## config.mk

```make
export PLATFORM = sky130hd
export DESIGN_NAME = pixel_stream_rx
export DESIGN_NICKNAME = d
export VERILOG_FILES = /design/src/rtl/pixel_stream_rx.sv
export SDC_FILE = /design/constraint.sdc
export NUM_CORES = 1
export LEC_CHECK = 0
export CAP_MARGIN = 20
export CORE_MARGIN = 8
export CORE_UTILIZATION = 35
export CTS_CLUSTER_DIAMETER = 60
export DETAILED_ROUTE_END_ITERATION = 10
export GPL_ROUTABILITY_DRIVEN = 0
export PLACE_DENSITY_LB_ADDON = 0.05
export SYNTH_ARGS = -nofsm -noshare
export SYNTH_HDL_FRONTEND = slang
export SYNTH_SLANG_ARGS = --single-unit
export TNS_END_PERCENT = 30
```

## constraint.sdc

```tcl
create_clock -name clk -period 2.3 [get_ports clk]
set_clock_uncertainty 0.1 [all_clocks]
set_input_delay 0.46 -clock clk [delete_from_list [all_inputs] [get_ports clk]]
set_output_delay 0.46 -clock clk [all_outputs]
set_load 0.02 [all_outputs]
```

## src/rtl/pixel_stream_rx.sv

```systemverilog
// pixel_stream_rx: assembles one serial binary image into a parallel pixel vector.
// Pixels arrive one bit per strobe, pixel 0 first, and are shifted in from the top.
// After N_PIXELS captures, pixel i sits at bit i.
// Optional feature macro: PIX_INPUT_SYNC_EN.
//   Defined: 2-flop synchronisers on all pin inputs, plus rising-edge detection on
//     the strobes (capture latency 2 clocks).
//   Undefined: inputs are used directly. pix_valid qualifies every edge, and
//     frame_start acts as a level restart.
//
// state  | meaning
// S_IDLE | top FSM is not in LOAD_STATE; pixels and pix_count are held
// S_RECV | shifting in pixels of the current frame
// S_DONE | frame complete; load_done high, further strobes flag overrun
module pixel_stream_rx #(
  parameter int         N_PIXELS   = 784,
  parameter int         CNT_W      = 10,
  parameter logic [2:0] LOAD_STATE = 3'd1
) (
  input  logic                clk,
  input  logic                rst_n,
  input  logic [2:0]          state,
  input  logic                pix_valid,
  input  logic                pix_data,
  input  logic                frame_start,
  output logic [N_PIXELS-1:0] pixels,
  output logic                load_done,
  output logic [CNT_W-1:0]    pix_count,
  output logic                overrun
);

  localparam logic [1:0] S_IDLE = 2'd0;
  localparam logic [1:0] S_RECV = 2'd1;
  localparam logic [1:0] S_DONE = 2'd2;

  localparam logic [CNT_W-1:0] CNT_FULL = CNT_W'(N_PIXELS);

  logic [1:0]       fsm;
  logic             pv_rise;
  logic             fs_rise;
  logic             pd_cap;
  logic             restart;
  logic             capture;
  logic [CNT_W-1:0] cnt_base;
  logic [CNT_W-1:0] cnt_next;

`ifdef PIX_INPUT_SYNC_EN
  logic [2:0] pv_sync;
  logic [2:0] fs_sync;
  logic [1:0] pd_sync;

  // Two-stage synchronisers; the third stage on each strobe gives a one-clock rise pulse
  always_ff @(posedge clk or negedge rst_n) begin
    if (!rst_n) begin
      pv_sync <= '0;
      fs_sync <= '0;
      pd_sync <= '0;
    end else begin
      pv_sync <= {pv_sync[1:0], pix_valid};
      fs_sync <= {fs_sync[1:0], frame_start};
      pd_sync <= {pd_sync[0], pix_data};
    end
  end

  assign pv_rise = pv_sync[1] & ~pv_sync[2];
  assign fs_rise = fs_sync[1] & ~fs_sync[2];
  // Data comes from its own second stage so it lines up with pv_rise.
  assign pd_cap  = pd_sync[1];
`else
  assign pv_rise = pix_valid;
  assign fs_rise = frame_start;
  assign pd_cap  = pix_data;
`endif

  // A restart counts from zero, so a strobe that coincides with it becomes pixel 0
  always_comb begin
    restart  = fs_rise && (fsm != S_IDLE);
    capture  = pv_rise && (restart || (fsm == S_RECV));
    cnt_base = restart ? '0 : pix_count;
    cnt_next = cnt_base + CNT_W'(1);
  end

  // Frame FSM, shift register, counter and status flags
  always_ff @(posedge clk or negedge rst_n) begin
    if (!rst_n) begin
      fsm       <= S_IDLE;
      pixels    <= '0;
      pix_count <= '0;
      load_done <= 1'b0;
      overrun   <= 1'b0;
    end else if (state != LOAD_STATE) begin
      fsm       <= S_IDLE;
      load_done <= 1'b0;
    end else if (fsm == S_IDLE) begin
      fsm       <= S_RECV;
      pix_count <= '0;
      load_done <= 1'b0;
    end else begin
      if (restart) begin
        overrun <= 1'b0;
      end else if (pv_rise && (fsm == S_DONE)) begin
        overrun <= 1'b1;
      end

      if (capture) begin
        pixels    <= {pd_cap, pixels[N_PIXELS-1:1]};
        pix_count <= cnt_next;
      end else if (restart) begin
        pix_count <= '0;
      end

      if (capture && (cnt_next == CNT_FULL)) begin
        fsm       <= S_DONE;
        load_done <= 1'b1;
      end else if (restart || (fsm == S_RECV)) begin
        fsm       <= S_RECV;
        load_done <= 1'b0;
      end
    end
  end

endmodule

```

==> qor.csv <==
stage;metric;value;unit
floorplan;start_util;35.2;%
synth;yosys_register_bits;797;
layout;area_growth;43.4;%
hold_path;hp-class;in -> async;
clocking;cts_tree;yes;
worst_setup_path;cpMaxStageDelayCell;clkdlybuf4s50_1;
power;ir_drop;0.501;mV
synth;synth_cell_types;44;
clocking;clk_path_buf_depth;3;
worst_setup_path;critPathMaxStageDelay;720;ps
power;power.leakage;0.0249;uW
placement;io_buffers;803;
worst_setup_path;rrSetupSlack;170;ps
clocking;clkSlewWorstSetupHoldPaths;60;ps
detailed_routing;ant_nets;0;
detailed_routing;via_per_inst;4.53;
synth;synth-compound-area-share;0.839;%
worst_setup_path;worstPathMaxFanout;3;
power;p_per_area;685;nW/um2
timing;setup_viol;0;
detailed_routing;vias;25000;
timing;hold_viol_final;0;
synth;synthMuxAreaShare;0.103;%
placement;dp_cells;5336;
synth;synth_fa_ha_area_share;0.0823;%
clocking;cts_buffers;95;
timing;fin_crit;2250;ps
synth;synth_seq_area_share;65.6;%
timing;worstMarginPinSlew;546;ps
layout;final_layout_size_suffix_gt1_share;6.86;%
placement;dpl.hpwl;78.5;mm
timing;worst_slew_margin_rel;63.6;%
power;p_total;29900;uW
timing;grt_setup_unrepaired;false;
floorplan;die_height;311;um
worst_setup_path;path_buf_inv;1;
timing;fmax;444;MHz
synth;ys.flop_type;dfrtp_1;
timing;fin_crit_sh;98.0;%
worst_setup_path;rr_startpoint;fsm[0];
detailed_routing;drt_iter0_drc;1713;
grt;grt.total_usage;21.4;%
synth;synth_top_family_by_area;simple AND/OR/NAND/NOR gates;
synth;syn_nets;3438;
worst_setup_path;reg2reg_depth;8;
grt;overflow;0;
job;drv_cap;0;
worst_setup_path;r2r-end;fsm[0];
synth;syn_inst;3428;
detailed_routing;first_pass_iters;5;
worst_setup_path;cp.arrival;1690;ps
clocking;htree_levels;3;
grt;grt_pass1_vias;24800;
worst_setup_path;endpoint;pixels[499];
floorplan;io_pins;804;
synth;synth_xor_area_share;0.0864;%
synth;synth_area;30400;um2
floorplan;die_x;311;um
floorplan;core_area;86500;um2
synth;ys.warnings.count;0;
layout;final_nets;4289;
worst_setup_path;startpoint_type;register;
synth;synthSimpleGateAreaFrac;29.9;%
worst_setup_path;cp_top_family;buffers and inverters;
timing;finalMaxSlewViolations;0;
detailed_routing;wl_per_cell;19.3;um
detailed_routing;wirelength;106;mm
run_status;status;complete, no violations;
synth;async_reset_ff_share;100;%
worst_setup_path;critical_path_required;1740;ps
synth;synth-edff-count;0;
worst_setup_path;critPathKind;reg -> out;
timing;fin_tns_setup;0;ps
worst_setup_path;cp-end-kind;primary output;
worst_setup_path;cp.depth;1;
floorplan;rows;108;
worst_setup_path;crit_chain;clkdlybuf4s50_1;
clocking;clk_latency;630;ps
clocking;cts.root.buffer_cell;clkbuf_16;
grt;antenna_found_initial;5;
synth;avgSynthCellArea;8.87;um2
grt;grt_max_degree;76;
grt;grt_pass1_wl;162;mm
detailed_routing;drc;0;
floorplan;dieArea;96600;um2
layout;final_cells;5514;
worst_setup_path;critPathLaunch;pixels[499];
clocking;cts.sinks;797;
[final cells by class]
class                           instances  area (um2)
Antenna cell                            2        5.00
Clock buffer                          135        2810
Clock inverter                         40         410
Fill cell                            8189       42900
Inverter                                3        11.3
Multi-Input combinational cell       2447        9450
Sequential cell                       797       19900
Tap cell                             1155        1450
Timing Repair Buffer                  935        9530
[per-stage QoR]
stage / hold slack, ps / setup WS [ps] / instance area, um2 / utilization [%]
CTS: 208 / 0.0102 / 43500 / 50.3
detailed placement: 307 / -267 / 40600 / 46.9
global route: 254 / 0.568 / 43600 / 50.4
finish: 234 / 46.0 / 43600 / 50.4
floorplan: 64.4 / 2.14 / 30400 / -
global placement: 304 / -219 / 40600 / 46.9
[report_power, final]
group	switching, uW	internal, uW	total [uW]
sequential	11.0	14000	14000
combinational	397	126	523
clock	6090	9200	15300
total	6500	23400	29900
[worst min path at each step]
stage | from | to | depth (start not counted)
6_report | rst_n | pixels[358] | 2
5_1_grt | rst_n | pixels[357] | 2
4_1_cts | rst_n | pixels[361] | 2
3_5_place_dp | rst_n | pixels[358] | 1
3_3_place_gp | rst_n | pixels[358] | 1
2_1_floorplan | rst_n | fsm[0] | 0
[cells in the mapped netlist (all sizes together) (3+ instances only)]
cell | instances | area share (%)
a21oi | 6 | 0.099
buf | 158 | 3.1
clkbuf | 23 | 0.28
dfrtp | 797 | 66
inv | 3 | 0.037
nand2 | 2364 | 29
nand3 | 8 | 0.13
nor2 | 7 | 0.086
nor2b | 3 | 0.062
o21ai | 15 | 0.25
o31ai | 4 | 0.099
[repair_timing]
item	in CTS	in global routing
hold endpoints to repair	21	0
hold buffers	1	0
resized for setup	230	39
buffers inserted	0	0
setup endpoints to repair	229	39
[placed cells by master, fill, tap and decap left out, drive strengths merged, types with 7 or more instances in the layout]
cell type / count
buf: 133
clkbuf: 135
clkdlybuf4s50: 533
clkinv: 21
clkinvlp: 7
dfrtp: 797
dlygate4sd2: 228
dlymetal6s2s: 39
inv: 9
nand2: 2364
nand3: 8
nor2: 7
o21ai: 15
[per-layer routing]
| metal | track usage [%] | up-vias | routed length (um) |
|---|---|---|---|
| li1 | - | 12100 | - |
| met1 | 24.7 | 12000 | 41200 |
| met2 | 35.8 | 672 | 51500 |
| met4 | 9.05 | 4 | 4600 |
| met3 | 7.57 | 176 | 8920 |
| met5 | 0 | - | 30 |
[flip-flops by register name, summed over array words and instances, names as in the netlist]
name,cells
fsm,1
load_done,1
overrun,1
pix_count,10
pixels,784
[cells by family (layout without fill, tap and decap cells)]
kind of cell | Yosys count | after routing
compound gates | 40 | 40
xor+xnor | 3 | 3
buf+inv | 184 | 1113
flops | 797 | 797
other cells | 0 | 2
mux | 3 | 3
simple gates | 2399 | 2399
fa+ha+maj | 2 | 2
No activity file was read; power rests on OpenSTA's default activity.
